**config.mk**
```make
export PLATFORM = sky130hd
export DESIGN_NAME = imem_loader_flat
export DESIGN_NICKNAME = d
export VERILOG_FILES = /design/src/rtl/imem_loader_pkg.sv /design/src/rtl/imem_loader_if.sv /design/src/rtl/imem_byte_assembler.sv /design/src/rtl/imem_loader.sv /design/src/flat_wrapper.sv
export SDC_FILE = /design/constraint.sdc
export NUM_CORES = 1
export LEC_CHECK = 0
export BUFFER_PORTS_ARGS = -buffer_cell sky130_fd_sc_hd__buf_2
export CAP_MARGIN = 10
export CORE_ASPECT_RATIO = 1.5
export CORE_MARGIN = 2
export CORE_UTILIZATION = 50
export DETAILED_ROUTE_END_ITERATION = 7
export PLACE_DENSITY = 0.7
export SYNTH_ARGS = -nofsm -noshare
export SYNTH_HDL_FRONTEND = slang
export SYNTH_SLANG_ARGS = --single-unit
```
**constraint.sdc**
```tcl
create_clock -name clk -period 3.15 [get_ports clk]
set_input_delay 0.4725 -clock clk [delete_from_list [all_inputs] [get_ports clk]]
set_output_delay 0.4725 -clock clk [all_outputs]
set_load 0.05 [all_outputs]
```
**src/rtl/imem_loader_pkg.sv**
```systemverilog
// Shared types and constants for the instruction-memory loader.
// The byte stream is a 4-byte length header, then 4-byte little-endian words.
package imem_loader_pkg;

    typedef enum logic [2:0] {
        IDLE,
        LEN,
        DATA,
        WRITE,
        CHK,
        DONE
    } state_t;

    localparam int HDR_BYTES      = 4;
    localparam int BYTES_PER_WORD = 4;

endpackage

```
**src/rtl/imem_loader_if.sv**
```systemverilog
// Byte-stream input and memory write port of the loader.
// The master modport is the loader side; the slave modport is the stream source plus the memory side.
interface imem_loader_if #(
    parameter int DATA_WIDTH = 32,
    parameter int ADDR_WIDTH = 32
);

    logic                  in_valid;
    logic                  in_ready;
    logic [7:0]            in_data;
    logic                  wr_en;
    logic [ADDR_WIDTH-1:0] wr_addr;
    logic [DATA_WIDTH-1:0] wr_data;

    modport master (
        input  in_valid,
        input  in_data,
        output in_ready,
        output wr_en,
        output wr_addr,
        output wr_data
    );

    modport slave (
        output in_valid,
        output in_data,
        input  in_ready,
        input  wr_en,
        input  wr_addr,
        input  wr_data
    );

endinterface

```
**src/rtl/imem_byte_assembler.sv**
```systemverilog
// Little-endian byte-to-word shift register with a 2-bit byte counter.
// The same assembler handles the length header, the data words and the checksum trailer.
module imem_byte_assembler
    import imem_loader_pkg::*;
(
    input  logic                          clk,
    input  logic                          rst_n,
    input  logic                          clear,
    input  logic                          byte_en,
    input  logic [7:0]                    byte_in,
    output logic [1:0]                    byte_cnt,
    output logic [8*BYTES_PER_WORD-1:0]   word_next
);

    logic [8*BYTES_PER_WORD-1:0] shift_q;

    // Each new byte enters at the top, so after four bytes the first one sits in [7:0].
    assign word_next = {byte_in, shift_q[8*BYTES_PER_WORD-1:8]};

    always_ff @(posedge clk or negedge rst_n) begin
        if (!rst_n) begin
            shift_q  <= '0;
            byte_cnt <= '0;
        end else if (clear) begin
            shift_q  <= '0;
            byte_cnt <= '0;
        end else if (byte_en) begin
            shift_q  <= word_next;
            byte_cnt <= byte_cnt + 2'd1;
        end
    end

endmodule

```
**src/rtl/imem_loader.sv**
```systemverilog
// Loads a length-prefixed little-endian byte stream into instruction memory, one word per write strobe.
// Define IMEM_LOADER_CHECKSUM_EN to accept and verify a 4-byte sum trailer after the data words.
module imem_loader
    import imem_loader_pkg::*;
#(
    parameter int                    DATA_WIDTH = 32,
    parameter int                    ADDR_WIDTH = 32,
    parameter int                    MEM_SIZE   = 512,
    parameter logic [ADDR_WIDTH-1:0] BASE_ADDR  = '0
) (
    input  logic          clk,
    input  logic          rst_n,
    input  logic          start,
    imem_loader_if.master bus,
    output logic          busy,
    output logic          done,
    output logic          err,
    output logic          chk_err
);

    localparam logic [31:0] MEM_WORDS = 32'(MEM_SIZE);
`ifdef IMEM_LOADER_CHECKSUM_EN
    localparam state_t TAIL_STATE = CHK;
`else
    localparam state_t TAIL_STATE = DONE;
`endif

    state_t                state, state_nxt;
    logic                  in_ready, wr_en, clear;
    logic                  byte_fire, len_done, word_done;
    logic [1:0]            byte_cnt;
    logic [31:0]           word_next;
    logic [31:0]           n_words, word_idx;
    logic [ADDR_WIDTH-1:0] addr_sum, wr_addr_q;
    logic [DATA_WIDTH-1:0] wr_data_q;

    assign in_ready  = (state == LEN) || (state == DATA) || (state == CHK);
    assign byte_fire = bus.in_valid && in_ready;
    assign len_done  = byte_fire && (byte_cnt == 2'(HDR_BYTES - 1));
    assign word_done = byte_fire && (byte_cnt == 2'(BYTES_PER_WORD - 1));
    assign addr_sum  = BASE_ADDR + (ADDR_WIDTH'(word_idx) << 2);

    assign bus.in_ready = in_ready;
    assign bus.wr_en    = wr_en;
    assign bus.wr_addr  = wr_addr_q;
    assign bus.wr_data  = wr_data_q;

    imem_byte_assembler u_asm (
        .clk       (clk),
        .rst_n     (rst_n),
        .clear     (clear),
        .byte_en   (byte_fire),
        .byte_in   (bus.in_data),
        .byte_cnt  (byte_cnt),
        .word_next (word_next)
    );

    always_ff @(posedge clk or negedge rst_n) begin
        if (!rst_n) state <= IDLE;
        else        state <= state_nxt;
    end

    always_comb begin
        state_nxt = state;
        busy      = 1'b0;
        done      = 1'b0;
        wr_en     = 1'b0;
        clear     = 1'b0;
        case (state)
            IDLE: begin
                if (start) begin
                    state_nxt = LEN;
                    clear     = 1'b1;
                end
            end
            LEN: begin
                busy = 1'b1;
                if (len_done) begin
                    if (word_next == 32'd0)          state_nxt = TAIL_STATE;
                    else if (word_next > MEM_WORDS)  state_nxt = DONE;
                    else                             state_nxt = DATA;
                end
            end
            DATA: begin
                busy = 1'b1;
                if (word_done) state_nxt = WRITE;
            end
            WRITE: begin
                busy  = 1'b1;
                wr_en = 1'b1;
                if (word_idx + 32'd1 < n_words) state_nxt = DATA;
                else                            state_nxt = TAIL_STATE;
            end
            CHK: begin
                if (word_done) state_nxt = DONE;
            end
            DONE: begin
                done = 1'b1;
                if (start) begin
                    state_nxt = LEN;
                    clear     = 1'b1;
                end
            end
            default: state_nxt = IDLE;
        endcase
    end

    // An oversized length raises err and skips straight to DONE, so word_idx stays below MEM_SIZE.
    always_ff @(posedge clk or negedge rst_n) begin
        if (!rst_n) begin
            n_words   <= '0;
            word_idx  <= '0;
            wr_addr_q <= '0;
            wr_data_q <= '0;
            err       <= 1'b0;
        end else begin
            if (clear) begin
                n_words  <= '0;
                word_idx <= '0;
                err      <= 1'b0;
            end
            if (state == LEN && len_done) begin
                n_words <= word_next;
                err     <= (word_next > MEM_WORDS);
            end
            if (state == DATA && word_done) begin
                wr_addr_q <= {addr_sum[ADDR_WIDTH-1:2], 2'b00};
                wr_data_q <= DATA_WIDTH'(word_next);
            end
            if (state == WRITE) word_idx <= word_idx + 32'd1;
        end
    end

`ifdef IMEM_LOADER_CHECKSUM_EN
    logic [31:0] sum_q;

    always_ff @(posedge clk or negedge rst_n) begin
        if (!rst_n) begin
            sum_q   <= '0;
            chk_err <= 1'b0;
        end else if (clear) begin
            sum_q   <= '0;
            chk_err <= 1'b0;
        end else begin
            if (state == DATA && word_done) sum_q   <= sum_q + word_next;
            if (state == CHK && word_done)  chk_err <= (word_next != sum_q);
        end
    end
`else
    assign chk_err = 1'b0;
`endif

endmodule

```
**src/flat_wrapper.sv**
```systemverilog
// flat-port wrapper written by rule: the top's interface ports become plain ports
module imem_loader_flat import imem_loader_pkg::*;
#(
    parameter int                    DATA_WIDTH = 32,
    parameter int                    ADDR_WIDTH = 32,
    parameter int                    MEM_SIZE   = 512,
    parameter logic [ADDR_WIDTH-1:0] BASE_ADDR  = '0
)
  (clk, rst_n, start, busy, done, err, chk_err, bus_in_valid, bus_in_data, bus_in_ready, bus_wr_en, bus_wr_addr, bus_wr_data);
  imem_loader_if #(.DATA_WIDTH(DATA_WIDTH), .ADDR_WIDTH(ADDR_WIDTH)) bus_i ();
  input  logic clk;
  input  logic rst_n;
  input  logic start;
  output logic busy;
  output logic done;
  output logic err;
  output logic chk_err;
  input wire logic [$bits(bus_i.in_valid)-1:0] bus_in_valid;
  input wire logic [$bits(bus_i.in_data)-1:0] bus_in_data;
  output wire logic [$bits(bus_i.in_ready)-1:0] bus_in_ready;
  output wire logic [$bits(bus_i.wr_en)-1:0] bus_wr_en;
  output wire logic [$bits(bus_i.wr_addr)-1:0] bus_wr_addr;
  output wire logic [$bits(bus_i.wr_data)-1:0] bus_wr_data;
  assign bus_i.in_valid = bus_in_valid;
  assign bus_i.in_data = bus_in_data;
  assign bus_in_ready = bus_i.in_ready;
  assign bus_wr_en = bus_i.wr_en;
  assign bus_wr_addr = bus_i.wr_addr;
  assign bus_wr_data = bus_i.wr_data;
  imem_loader #(.DATA_WIDTH(DATA_WIDTH), .ADDR_WIDTH(ADDR_WIDTH), .MEM_SIZE(MEM_SIZE), .BASE_ADDR(BASE_ADDR)) u_core (.clk(clk), .rst_n(rst_n), .start(start), .bus(bus_i), .busy(busy), .done(done), .err(err), .chk_err(chk_err));
endmodule
```
==> reports/results.md, run 1 <==
### Status
- run status: complete, no violations

### Timing
- Worst slew margin: 0.182
- final hold violations: 0
- post-layout minimum cycle time: 3.04 ns
- setup slack of the critical path after layout: 0.111 ns
- period utilization: 0.965
- total of endpoints with negative setup slack in the final report: 0
- Setup Skew: 0.00685 ns
- fin. max-slew vios: 0
- max frequency: 0.329 GHz
- TNS Setup: 0 ns
- Slew @ Worst Pin: 1.22 ns

### Worst setup path
- maximum fanout along the worst path: 4
- Reg2Reg Launch Point: u_core.word_idx[1]
- endpoint arrival time on the critical path: 3.32 ns
- timing startpoint of the critical path: u_core.word_idx[1]
- critical path's slowest cell: a211oi_1
- most numerous cell on the critical path: buf_4
- buffer and inverter count on the worst path: 3
- setup slack, reg-to-reg: 0.11 ns
- chain of cells forming the critical path: nand4_1 -> nor4_4 -> buf_4 -> nand4_4 -> buf_4 -> xnor2_1 -> ha_1 -> and4_1 -> nand2_1 -> buf_4 -> a211oi_1 -> nor4_1 -> o2bb2ai_2
- CP delay by family, top: simple AND/OR/NAND/NOR gates
- capturing element type of the critical path: register
- worst-case reg-to-reg path depth: 13
- stages on the worst setup path: 13
- Worst R2R End: u_core.state[1]
- crit start category: register
- required time of the critical path: 3.43 ns
- critical path capture point: u_core.state[1]
- Slowest Stage Delay on Critical Path: 0.48 ns
- critical path type: register to register

### Power
- power consumption: 6.35 mW
- total power density per cell area: 689 nW/um^2
- Max VDD drop: 510 uV
- Leakage Power: 4.69 nW

### CTS
- number of clock buffers inserted by TritonCTS: 17
- CTS max path bufs: 2
- latest clock arrival within the worst-skew pair: 0.41 ns
- Worst-path clk slew: 0.06 ns
- TritonCTS clock tree: done
- clock sink count: 156
- Root Buffer: clkbuf_16
- Post-CTS Hold Fix Bufs: 0
- H-tree level count: 4

### Synth
- synth warn: 0
- count of flip-flops with a built-in enable after synthesis: 0
- register area share after synthesis: 0.503
- proportion of register bits with asynchronous set or reset after synthesis: 1.00
- average instance area after synthesis: 10.6 sq um
- Post-synth top flop: dfrtp_1
- flip-flop and latch count after synthesis: 156
- count of mapped cells out of synthesis: 733
- combined area of all synthesized cells: 7770 sq um
- distinct cell type count of the synthesized netlist: 57

### Layout
- leading cell type in the layout, fill and taps excluded: dfrtp_1
- Finished Layout Cells: 1,050
- fraction of layout cells with a size suffix above 1: 0.291
- commonest cells after routing, fill and taps aside: dfrtp_1, nand2_1, buf_2, mux2_2, buf_4
- net count reported at finish: 886
- filler cell count: 1,245
- number of diodes: 0
- growth of design area from synthesis to finish: 18.6%

### Hold path
- HP Class: input port to asynchronous set/reset pin

### Routing
- Routed WL: 18,100 um
- via density per instance: 5.67
- DRC violation total after the first TritonRoute iteration: 272
- Pre-antenna DRT Iters: 5
- via count: 5,954
- per-cell routed wire length: 17.3 um
- number of nets still failing antenna checks after routing: 0
- number of design rule violations left after detail routing: 0

### Placed design
- Setup Slack @ Placement: 0.0296 ns
- final RePlAce weighted congestion: 0.876
- count of placed standard cells including taps: 1,010
- I/O Buffers: 78
- hpwl dp: 12,700 um

### Die
- Chip Height: 157 um
- number of ports placed on the die boundary: 82
- core outline area: 15,100 sq um
- total number of placement rows: 55
- Die Outline Area: 16,600 sq um
- floorplan die width: 106 um
- initial core utilization: 0.513

### Flow run
- number of maximum-capacitance constraint violations: 0

### Global routing
- aggregate global-route resource usage: 0.227
- number of antenna violations at the first check in global routing: 0
- total congestion overflow after global routing: 0
- maximum number of pins on one net before global-route repair: 71
- first-pass GRT wire length: 29,900 um
- vias in the first global route: 5,992

==> per-layer routing <==
metal	up-vias	share of wire	GRT usage
li1	2824	-	-
met1	2945	0.42	0.287
met2	158	0.52	0.398
met3	27	0.039	0.0342
met4	0	0.021	0.0777
met5	-	0	0
==> state kept, by name, summed over array words and instances (netlist names) <==
| name | cells |
|---|---|
| u_core.word_idx | 32 |
| u_core.err | 1 |
| u_core.bus.wr_addr | 30 |
| u_core.u_asm.shift_q | 24 |
| u_core.state | 3 |
| u_core.n_words | 32 |
| u_core.bus.wr_data | 32 |
| u_core.u_asm.byte_cnt | 2 |
==> area by class of cell <==
type / count / area, sq um / area share
Sequential cell: 156 / 3910 / 0.424
Tap cell: 199 / 249 / 0.0270
Clock buffer: 20 / 447 / 0.0485
Inverter: 46 / 173 / 0.0187
Timing Repair Buffer: 131 / 811 / 0.0880
Clock inverter: 9 / 68.8 / 0.00747
Multi-Input combinational cell: 489 / 3560 / 0.386
==> worst min-delay path by stage <==
stage                from                     end  slack (ns)  cells after the start
global route        rst_n   u_core.bus.wr_data[1]        0.06                      1
floorplan           rst_n  u_core.bus.wr_addr[10]        0.18                      0
CTS                 rst_n   u_core.bus.wr_data[1]        0.03                      1
finish              rst_n   u_core.bus.wr_data[1]       0.007                      1
detailed placement  rst_n   u_core.bus.wr_data[1]        0.47                      1
global placement    rst_n   u_core.bus.wr_data[1]        0.46                      1
==> what timing repair did <==
item / 4_1_cts / 5_1_grt
setup buffers: 0 / 11
resized for setup: 1 / 14
pin swaps: 0 / 7
endpoints found under the setup margin: 2 / 3
==> power by group <==
part           switching [mW]  total, mW  leakage [nW]  internal (mW)
Sequential              0.396       2.73          2.12           2.34
Combinational            1.09       1.79          2.33          0.698
Clock                   0.803       1.82         0.237           1.02
Total                    2.29       6.35          4.69           4.05
==> stage by stage <==
step | hold slack [ns] | instance area, sq um | util
2_1_floorplan | 0.177 | 7770 | -
3_3_place_gp | 0.462 | 8570 | 0.566
3_5_place_dp | 0.472 | 8570 | 0.566
4_1_cts | 0.0343 | 9090 | 0.600
5_1_grt | 0.0578 | 9220 | 0.609
6_report | 0.00731 | 9220 | 0.609
==> synth_stat cells (2+ instances only) <==
library cell,instances,area [sq um]
a211o_1,2,17.5
a21o_1,6,45.0
a21oi_1,24,120
a22o_1,35,307
a22oi_1,4,30.0
a31oi_1,6,37.5
a41oi_1,2,17.5
and2_1,6,37.5
and3_1,11,68.8
and4_1,4,35.0
buf_1,2,7.51
buf_2,16,80.1
buf_4,3,22.5
clkbuf_1,23,86.3
dfrtp_1,156,3900
ha_1,33,413
inv_1,45,169
mux2_2,63,709
nand2_1,88,330
nand2b_1,4,25.0
nand3_1,43,215
nand4_1,13,81.3
nor2_1,18,67.6
nor3_1,4,20.0
nor3_2,3,30.0
nor4_1,7,43.8
nor4b_1,2,17.5
o21a_1,2,15.0
o21ai_0,28,140
o22ai_1,6,37.5
o2bb2ai_1,4,35.0
o31ai_1,8,60.1
or2_2,2,12.5
or3_1,5,31.3
or4_1,2,15.0
xnor2_1,24,210
xor2_1,9,78.8
==> cell families after synthesis <==
group,Yosys count,synth area share
XOR/XNOR,33,0.0372
multiplexers,63,0.0913
adder cells (fa/ha/maj),33,0.0532
other,1,0.000483
buffers and inverters,90,0.0475
AO/OA/AOI/OAI,139,0.125
AND/OR/NAND/NOR,218,0.143
flip-flops,156,0.503
Power figures use the tool's default switching activity.
==> run 2, diff against run 1 <==
CORE_UTILIZATION = 25   (was 50)
PLACE_DENSITY = 0.4   (was 0.7)
REMOVE_ABC_BUFFERS = 1   (was default)
==> run 2 against run 1 <==
  * Worst setup slack better by 0.064 ns
  * Via count is 2.2% lower
  * Non-clock buffer count is 18 higher
  * Cell count is 22% higher
  * Die area is 96% higher
  * Clock skew is 0.0039 ns higher
  * Fmax is 2.1% higher
  * Critical path depth is 1 lower
==> reports/results.md, run 2 (same netlist as run 1, synthesis figures left out) <==
### Status
- run status: complete, no violations

### Layout
- number of diodes: 0
- growth of design area from synthesis to finish: 25.3%
- area taken by multi-input logic gates: 3530 sq um
- net count reported at finish: 904
- fraction of layout cells with a size suffix above 1: 0.298
- filler cell count: 3,230
- Post-Route Utilization: 0.316
- leading cell type in the layout, fill and taps excluded: dfrtp_1
- commonest cells after routing, fill and taps aside: dfrtp_1, nand2_1, buf_2, buf_4, mux2_2
- area taken by flip-flops and latches: 3910 sq um

### Die
- total number of placement rows: 79
- Die Outline Area: 32,500 sq um
- Chip Height: 220 um
- core outline area: 30,800 sq um
- initial core utilization: 0.252
- number of ports placed on the die boundary: 82
- floorplan die width: 148 um

### Power
- Leakage Power: 4.86 nW
- power consumption: 6.94 mW
- combinational power share: 0.269
- clock group share of total power: 0.334
- switching portion of total power: 0.351
- Int Power: 4.50 mW
- Max VDD drop: 394 uV
- P_sw: 2.43 mW
- total power density per cell area: 713 nW/um^2
- part of the total power dissipated in sequential elements: 0.397

### Timing
- period utilization: 0.944
- total of endpoints with negative setup slack in the final report: 0
- post-layout minimum cycle time: 2.97 ns
- unrepaired setup endpoints after global routing: false
- fin. max-slew vios: 0
- max frequency: 0.336 GHz
- final hold violations: 0
- Worst slew margin: 0.267
- setup slack of the critical path after layout: 0.175 ns
- Slew @ Worst Pin: 1.09 ns
- Setup Skew: 0.0107 ns

### Routing
- Pre-antenna DRT Iters: 4
- via density per instance: 4.56
- Routed WL: 21,000 um
- per-cell routed wire length: 16.4 um
- DRC violation total after the first TritonRoute iteration: 372
- via count: 5,823
- number of design rule violations left after detail routing: 0
- number of nets still failing antenna checks after routing: 0

### Flow run
- number of maximum-capacitance constraint violations: 0

### CTS
- H-tree level count: 4
- CTS max path bufs: 2
- latest clock arrival within the worst-skew pair: 0.45 ns
- Root Buffer: clkbuf_16
- TritonCTS clock tree: done
- number of clock buffers inserted by TritonCTS: 17
- Worst-path clk slew: 0.06 ns
- clock sink count: 156

### Placed design
- final RePlAce weighted congestion: 0.791
- hpwl dp: 15,100 um
- I/O Buffers: 78
- Setup Slack @ Placement: 0.0360 ns

### Global routing
- total congestion overflow after global routing: 0
- vias in the first global route: 5,881
- number of antenna violations at the first check in global routing: 0
- maximum number of pins on one net before global-route repair: 62
- first-pass GRT wire length: 33,600 um
- aggregate global-route resource usage: 0.135

### Hold path
- HP Class: input port to register

### Worst setup path
- required time of the critical path: 3.45 ns
- chain of cells forming the critical path: inv_2 -> nor4_4 -> buf_6 -> nand4_4 -> nor2_1 -> xor2_1 -> ha_1 -> and4_1 -> a211o_1 -> a311o_1 -> nor4b_2 -> a22oi_1
- critical path type: register to register
- CP delay by family, top: simple AND/OR/NAND/NOR gates
- Slowest Stage Delay on Critical Path: 0.41 ns
- critical path's slowest cell: dfrtp_2
- capturing element type of the critical path: register
- buffer and inverter count on the worst path: 2
- crit start category: register
- maximum fanout along the worst path: 6
- endpoint arrival time on the critical path: 3.28 ns

-- run 2: cell types whose count changed in the layout (fill, tap and decap cells not counted), moves of 2 or more --
cell        change
buf_4          +14
clkinvlp_4      -5
bufinv_16       +5
dfrtp_1         +3
clkinv_4        +2
dfrtp_2         -3
-- run 2: worst paths after layout --
kind	start	to	slack, ns	depth (start not counted)
min	bus_in_data[4]	u_core.u_asm.shift_q[28]	0.29	3
min reg2reg	u_core.n_words[5]	u_core.n_words[5]	0.50	1
max	u_core.word_idx[4]	u_core.state[0]	0.18	12
max in group asynchronous	rst_n	u_core.bus.wr_addr[25]	1.86	3
min in group asynchronous	rst_n	u_core.bus.wr_data[3]	0.53	2
max reg2reg	u_core.word_idx[4]	u_core.state[0]	0.18	12
-- run 2: worst register-to-register path, delay by kind of cell, from the launching register on --
kind,cells,cell delay [ns]
xor gates and xnor gates,1,0.16
buffers and inverters,2,0.25
AOI/OAI and AO/OA,3,0.76
and+or+nand+nor,5,0.99
adders and majority gates,1,0.25
DFF,1,0.41
-- run 2: layer usage --
| layer | routed length, um | GRT usage | vias up |
|---|---|---|---|
| li1 | - | - | 2881 |
| met1 | 9720 | 0.172 | 2845 |
| met2 | 10400 | 0.222 | 74 |
| met3 | 438 | 0.0217 | 23 |
| met4 | 459 | 0.0670 | 0 |
| met5 | 0 | 0 | - |
-- run 2: power groups by stage --
stage	sequential, mW	clock, mW	combinational, mW
2_1_floorplan	2.63	0	1.23
3_3_place_gp	2.79	0	1.89
3_5_place_dp	2.80	0	1.89
4_1_cts	2.76	2.40	1.90
5_1_grt	2.81	2.47	2.11
6_report	2.75	2.32	1.86
-- run 2: through the flow --
step	setup TNS (ns)	hold slack (ns)	instances	instance area [sq um]
final	0	0.287	1277	9730
after global routing	0	0.282	1277	9730
after CTS	0	0.264	1274	9690
after detailed placement	0	0.463	1241	9020
after global placement	0	0.463	1241	9020
after floorplan	-31.16	0.177	691	7580
-- run 2: final cells by class --
type,instances,area share
clock buffer,19,0.0455
tap,405,0.0521
clock inverter,13,0.0219
inverter,46,0.0177
multi-input combinational,489,0.363
timing repair buffer,149,0.0989
sequential,156,0.401
-- run 2: repair_timing --
item / in CTS / in global routing
endpoints found under the hold margin: 47 / 0
resized for setup: 0 / 6
buffers inserted: 0 / 3
hold buffers: 1 / 0
endpoints found under the setup margin: 0 / 3
